<file path="config.mk">
export PLATFORM = sky130hd
export DESIGN_NAME = fetch_stage
export DESIGN_NICKNAME = d
export VERILOG_FILES = /design/src/rtl/fetch_stage.sv
export SDC_FILE = /design/constraint.sdc
export NUM_CORES = 1
export LEC_CHECK = 0
export CORE_UTILIZATION = 35
export CTS_CLUSTER_DIAMETER = 80
export DETAILED_ROUTE_END_ITERATION = 16
export PLACE_DENSITY_LB_ADDON = 0.05
export REMOVE_ABC_BUFFERS = 1
export SLEW_MARGIN = 20
export SYNTH_ARGS = -nofsm -noshare
export SYNTH_HDL_FRONTEND = slang
export SYNTH_SLANG_ARGS = --single-unit
export TNS_END_PERCENT = 30
</file>
<file path="constraint.sdc">
create_clock -name clk -period 4.19 [get_ports clk]
set_input_delay 0.419 -clock clk [delete_from_list [all_inputs] [get_ports clk]]
set_output_delay 0.419 -clock clk [all_outputs]
set_load 0.02 [all_outputs]
</file>
<file path="src/rtl/fetch_stage.sv">
// Instruction-fetch stage: owns the PC, drives the inst_mem address and fills the IF/ID register.
// Supports redirect with flush, hazard stall, HALT detection and a saturating delivered-instruction count.
//
// state   | meaning
// --------+---------------------------------------------------------------
// S_RUN   | fetching sequentially; each unstalled edge delivers one instr
// S_HALTED| HALT latched; PC frozen at the HALT address, bubbles only
module fetch_stage #(
  parameter logic [7:0]  RESET_PC  = 8'h00,
  parameter logic [3:0]  HALT_OP   = 4'hF,
  parameter logic [15:0] NOP_INSTR = 16'h0000
) (
  input  logic        clk,
  input  logic        rst,
  input  logic        stall,
  input  logic        redirect,
  input  logic [7:0]  redirect_target,
  input  logic [15:0] Instruction,
  output logic [7:0]  Address,
  output logic [15:0] if_id_instr,
  output logic [7:0]  if_id_pc,
  output logic [7:0]  if_id_pc_plus2,
  output logic        if_id_valid,
  output logic        halted,
  output logic [15:0] fetch_count
);

  typedef enum logic {S_RUN = 1'b0, S_HALTED = 1'b1} state_t;

  state_t      r_state;
  logic [7:0]  r_pc;
  logic [15:0] r_instr;
  logic [7:0]  r_if_pc;
  logic [7:0]  r_if_pc2;
  logic        r_valid;
  logic [15:0] r_count;

  state_t      w_state;
  logic [7:0]  w_pc;
  logic [15:0] w_instr;
  logic [7:0]  w_if_pc;
  logic [7:0]  w_if_pc2;
  logic        w_valid;
  logic [15:0] w_count;

  logic [7:0]  w_pc_plus2;
  logic [7:0]  w_target;
  logic        w_is_halt;

  assign w_pc_plus2 = r_pc + 8'd2;
  // Redirect targets are always halfword aligned.
  assign w_target   = redirect_target & 8'hFE;
  assign w_is_halt  = (Instruction[15:12] == HALT_OP);

  always_ff @(posedge clk) begin
    if (rst) begin
      r_state  <= S_RUN;
      r_pc     <= RESET_PC;
      r_instr  <= NOP_INSTR;
      r_if_pc  <= 8'h00;
      r_if_pc2 <= 8'h00;
      r_valid  <= 1'b0;
      r_count  <= 16'h0000;
    end else begin
      r_state  <= w_state;
      r_pc     <= w_pc;
      r_instr  <= w_instr;
      r_if_pc  <= w_if_pc;
      r_if_pc2 <= w_if_pc2;
      r_valid  <= w_valid;
      r_count  <= w_count;
    end
  end

  always_comb begin
    w_state  = r_state;
    w_pc     = r_pc;
    w_instr  = r_instr;
    w_if_pc  = r_if_pc;
    w_if_pc2 = r_if_pc2;
    w_valid  = r_valid;
    w_count  = r_count;
    if (redirect) begin
      // A redirect squashes whatever was fetched, including a speculative HALT.
      w_state = S_RUN;
      w_pc    = w_target;
      w_instr = NOP_INSTR;
      w_valid = 1'b0;
    end else if (stall) begin
      w_state = r_state;
    end else if (r_state == S_HALTED) begin
      w_instr = NOP_INSTR;
      w_valid = 1'b0;
    end else begin
      w_instr  = Instruction;
      w_if_pc  = r_pc;
      w_if_pc2 = w_pc_plus2;
      w_valid  = 1'b1;
      if (r_count != 16'hFFFF) w_count = r_count + 16'd1;
      if (w_is_halt) w_state = S_HALTED;
      else           w_pc    = w_pc_plus2;
    end
  end

  assign Address        = r_pc;
  assign if_id_instr    = r_instr;
  assign if_id_pc       = r_if_pc;
  assign if_id_pc_plus2 = r_if_pc2;
  assign if_id_valid    = r_valid;
  assign halted         = (r_state == S_HALTED);
  assign fetch_count    = r_count;

endmodule
</file>
; Word level (Yosys, flattened, before mapping)
; Index checks and enable logic that the tools add are counted.
[totals]
ff_bits = 58
latchBits = 0
mem_bits_rw = 0
romBits = 0
inputBits = 28
elab_cells = 32
mem_count = 0
[classes]
addsub = 2
multipliers = 0
div = 0
order_cmp = 0
eq_ne = 5
shifts = 0
muxes = 8
bitwise_logic = 4
reduce_logical = 5
[ops]
columns = cell, count
row1 = 2-to-1 mux 8 bit, 4
row2 = adder 16 x 1 -> 16 bit (second input constant), 1
row3 = 2-to-1 mux 16 bit, 1
row4 = inequality test 16 bit (second input constant), 1
row5 = AND reduction 3 bit, 3
row6 = adder 8 x 2 -> 8 bit (second input constant), 1
row7 = equality test 4 bit (second input constant), 1
row8 = inequality test 2 bit (second input constant), 2
row9 = inverter 1 bit, 4
row10 = AND reduction 4 bit, 1
row11 = 2-to-1 mux 1 bit, 3
row12 = inequality test 2 x 1 -> 1 bit (second input constant), 1
row13 = OR reduction 2 bit, 1

; Depth between registers and ports, before layout
[logic_depth]
ltp_word = 5
depth_mapped = 6
mapped_depth_nobuf = 5

; Worst setup path before layout
; OpenSTA, ideal clock, no wires.
[synth_path]
path_kind = reg-to-reg
from = reg r_count[0] (netlist: fetch_count[0])
to = reg r_count[1] (netlist: fetch_count[1])
setup_time_ps = 115
arrival_time_ps = 1934
required_ps = 4075
setup_slack_ps = 2141
path_stages_with_launch = 7
n_path_buf = 1
path_cell_list = dfxtp_1 ha_1 nand4_1 nor4_2 buf_2 nor3b_1 o21ba_2
[synth_between]
elab_chain_cells = 2
[synth_lines]
columns = element, line
row1 = "start, declared", 36  ; logic [15:0] r_count;
row2 = "start signal, assigned", 71  ; r_count <= w_count;
row3 = branches (longest 2 deep; another with adder 16 x 1 -> 16 bit), -
; Parallel ways; which one is timed is not known.
; A chain may end at the register's enable or synchronous reset.

; Worst setup path after layout
[layout_path]
from = in stall
to = reg r_count[10] (netlist: fetch_count[10])
[layout_between]
elab_chain_cells = 2
[layout_lines]
columns = element, line
row1 = "start, declared", 15  ; input logic stall,
row2 = inverter 1 bit (no line), -
row3 = AND reduction 4 bit (no line), -
; No other way between the ends.

==> results.toml <==
[synth]
synth_area_leaders = "dfxtp_1 47%, nor2_1 5.6%, a22oi_1 5.1%"
yosys.area.top_type = "dfxtp_1"
yosysWarnings = 0
ys_ff_latch = 55
postSynthCellCount = 268
synth_top_cell_area_share_pct = 47.06
yosysSeqAreaShare_pct = 47.06
synthDistinctLibCells = 39
synthesis.area_um2 = 2340
postSynthAreaPerCell_um2 = 8.730

[clocking]
clkLatencyLatePin_ps = 310
cts_sinks = 55
cts_tree = "done"
cts.path.max_buffers = 2
ctsResizeCount = 0
post_cts_buffers = 0
clk_pin_slew_ps = 100
root_buffer = "clkbuf_8"
htreeDepth = 2
hold_buffers = 0
numCtsBuffers = 5

[detailed_routing]
avgRoutedWirePerCell_um = 14.28
drc = 0
ant_nets = 0
via_count = 2254
drtIter0Drc = 86
wl_um = 6040
firstDrtPassIters = 4
viasPerCell = 5.329

[outcome]
outcome = "finished, final reports clean"

[sta]
tns_ps = 0
final.period_utilization_pct = 54.84
max_slew.worst_pin.slew_ps = 625.4
relSlewSlack_pct = 58.17
period_minus_slack_ps = 2298
fmax_ghz = 0.4352
fin_skew_ps = 14.10
setup_ws_ps = 1892
drv_slew = 0
setup_viol = 0
whs_ps = 460.4
final_hold_viol_count = 0
rsz0062_at_grt = "no"

[floorplanning]
io_pins = 86
die_h_um = 83.76
initial_core_util_pct = 36.64
num_rows = 29
fp.coreArea_um2 = 6386
dieWidth_um = 83.76
die_area_um2 = 7016

[critical_path]
worstSetupEndpointType = "flip-flop"
critPathArrivalTime_ps = 2540
crit_path_start_kind = "input port"
cp_data_required_time_ps = 4430
reg2reg_slack_ps = 2060
setup.worst_path.class = "in2reg"
critPathMaxFanout = 22

[global_route]
grt_start_max_net_pins = 24
grt_overflow = 0
track_usage_pct = 17.06
grt_pass1_vias = 2043
antenna_found_initial = 0
grt_pass1_wl_um = 9853

[layout]
n_antenna_cell = 0
fill_cells = 634
drive_gt1_share_pct = 6.069
final_nets = 375
areaGrowthSynthToFinish_pct = 41.55
final_area_um2 = 3312

[power]
ir_drop_uv = 177.3
sw_frac_of_total_pct = 26.91
leakage_nw = 1.123
p_sw_w = 0.0002775
power.internal_w = 0.0007537
seqPwrFrac_pct = 54.1
power_density_nw_per_um2 = 311.3
p_clk_share_pct = 31.5
power.share.combinational_pct = 14.4

[placement]
pre_cts_slack_ps = 1589
placed_area_um2 = 3212
detailed_place_hpwl_um = 4134
portBuffers = 81
gp_congestion = 0.7766

[job]
maxCapViolations = 0

[min_path]
min_path_type = "reg2reg"
## cell families after synthesis
kind of cell	after synthesis	synth area share (%)
AND/OR/NAND/NOR	111	24.39
AO/OA/AOI/OAI	70	19.89
multiplexers	1	0.4812
other	1	0.1603
XOR/XNOR	9	3.369
flip-flops	55	47.06
adder cells (fa/ha/maj)	2	1.069
buffers and inverters	19	3.582
## final timing paths
path                          start           endpoint  depth (start not counted)
setup / recovery              stall    fetch_count[10]                          6
hold / removal    if_id_pc_plus2[2]  if_id_pc_plus2[2]                          2
setup reg to reg     fetch_count[1]    fetch_count[10]                          5
hold reg to reg   if_id_pc_plus2[2]  if_id_pc_plus2[2]                          2
## sequential cells by signal (all words and copies together), names as in the netlist
| name | flops |
|---|---|
| fetch_count | 16 |
| if_id_instr | 16 |
| Address | 7 |
| if_id_pc | 7 |
| if_id_pc_plus2 | 7 |
| halted | 1 |
| if_id_valid | 1 |
## stage by stage
step / util (%) / cells / total power [W]
floorplan: - / 252 / 0.0006334
global placement: 50.29 / 415 / 0.0007182
detailed placement: 50.29 / 415 / 0.0007190
CTS: 51.86 / 423 / 0.001038
global route: 51.86 / 423 / 0.001073
finish: 51.86 / 423 / 0.001031
## Yosys cell counts
cell / instances
dfxtp_1: 55
nor2_1: 35
nand2_1: 23
a21oi_1: 21
a22oi_1: 16
clkbuf_1: 11
nand3_1: 11
a211oi_1: 9
o21ai_0: 9
nand4_1: 8
or3_1: 8
or4_1: 7
xor2_1: 6
and3_1: 5
o31ai_1: 5
a311oi_1: 3
and4_1: 3
buf_1: 3
buf_4: 3
o21ba_2: 3
xnor2_1: 3
ha_1: 2
nor3_1: 2
nor4b_1: 2
a211o_1: 1
buf_2: 1
conb_1: 1
inv_1: 1
mux2_2: 1
nor2b_1: 1
nor3_2: 1
nor3b_1: 1
nor4_1: 1
nor4_2: 1
o21a_1: 1
o31a_1: 1
o41ai_1: 1
or2_2: 1
or3_4: 1
## cells in the final DEF (no fill, tap or decap), types with 9 or more instances in the layout
cell type / instances
nand2_1: 23
a21oi_1: 21
nor2_1: 35
a211oi_1: 9
nand3_1: 11
clkdlybuf4s50_1: 81
o21ai_0: 9
a22oi_1: 16
dfxtp_1: 55
## cell type report
class	count	area, um^2	area share [%]
Tap cell	77	96.34	2.909
Timing Repair Buffer	86	848.3	25.61
Clock buffer	6	82.58	2.493
Multi-Input combinational cell	196	1162	35.10
Inverter	1	3.754	0.1133
Sequential cell	55	1101	33.25
Clock inverter	2	17.52	0.5289
## power by group through the flow
stage	Combinational [W]	Clock (W)	Sequential, W
floorplan	0.0000451	0	0.000588
global placement	0.000148	0	0.000570
detailed placement	0.000150	0	0.000569
CTS	0.000150	0.000330	0.000558
global route	0.000161	0.000351	0.000561
finish	0.000149	0.000325	0.000558
## metal layers
layer / track usage (%) / vias up / wire length [um]
li1: - / 1133 / -
met1: 22.46 / 1055 / 2801
met2: 28.97 / 64 / 2904
met3: 3.561 / 2 / 304
met4: 3.236 / 0 / 29
met5: 0 / - / 0
## worst max-delay path, stage by stage
cell and delay [ps]:
clkdlybuf4s50_1 390, buf_4 210, or3_4 510, or4_1 540, or3_1 330, a21oi_1 140
Note: power is estimated with default switching activity, not from simulation.
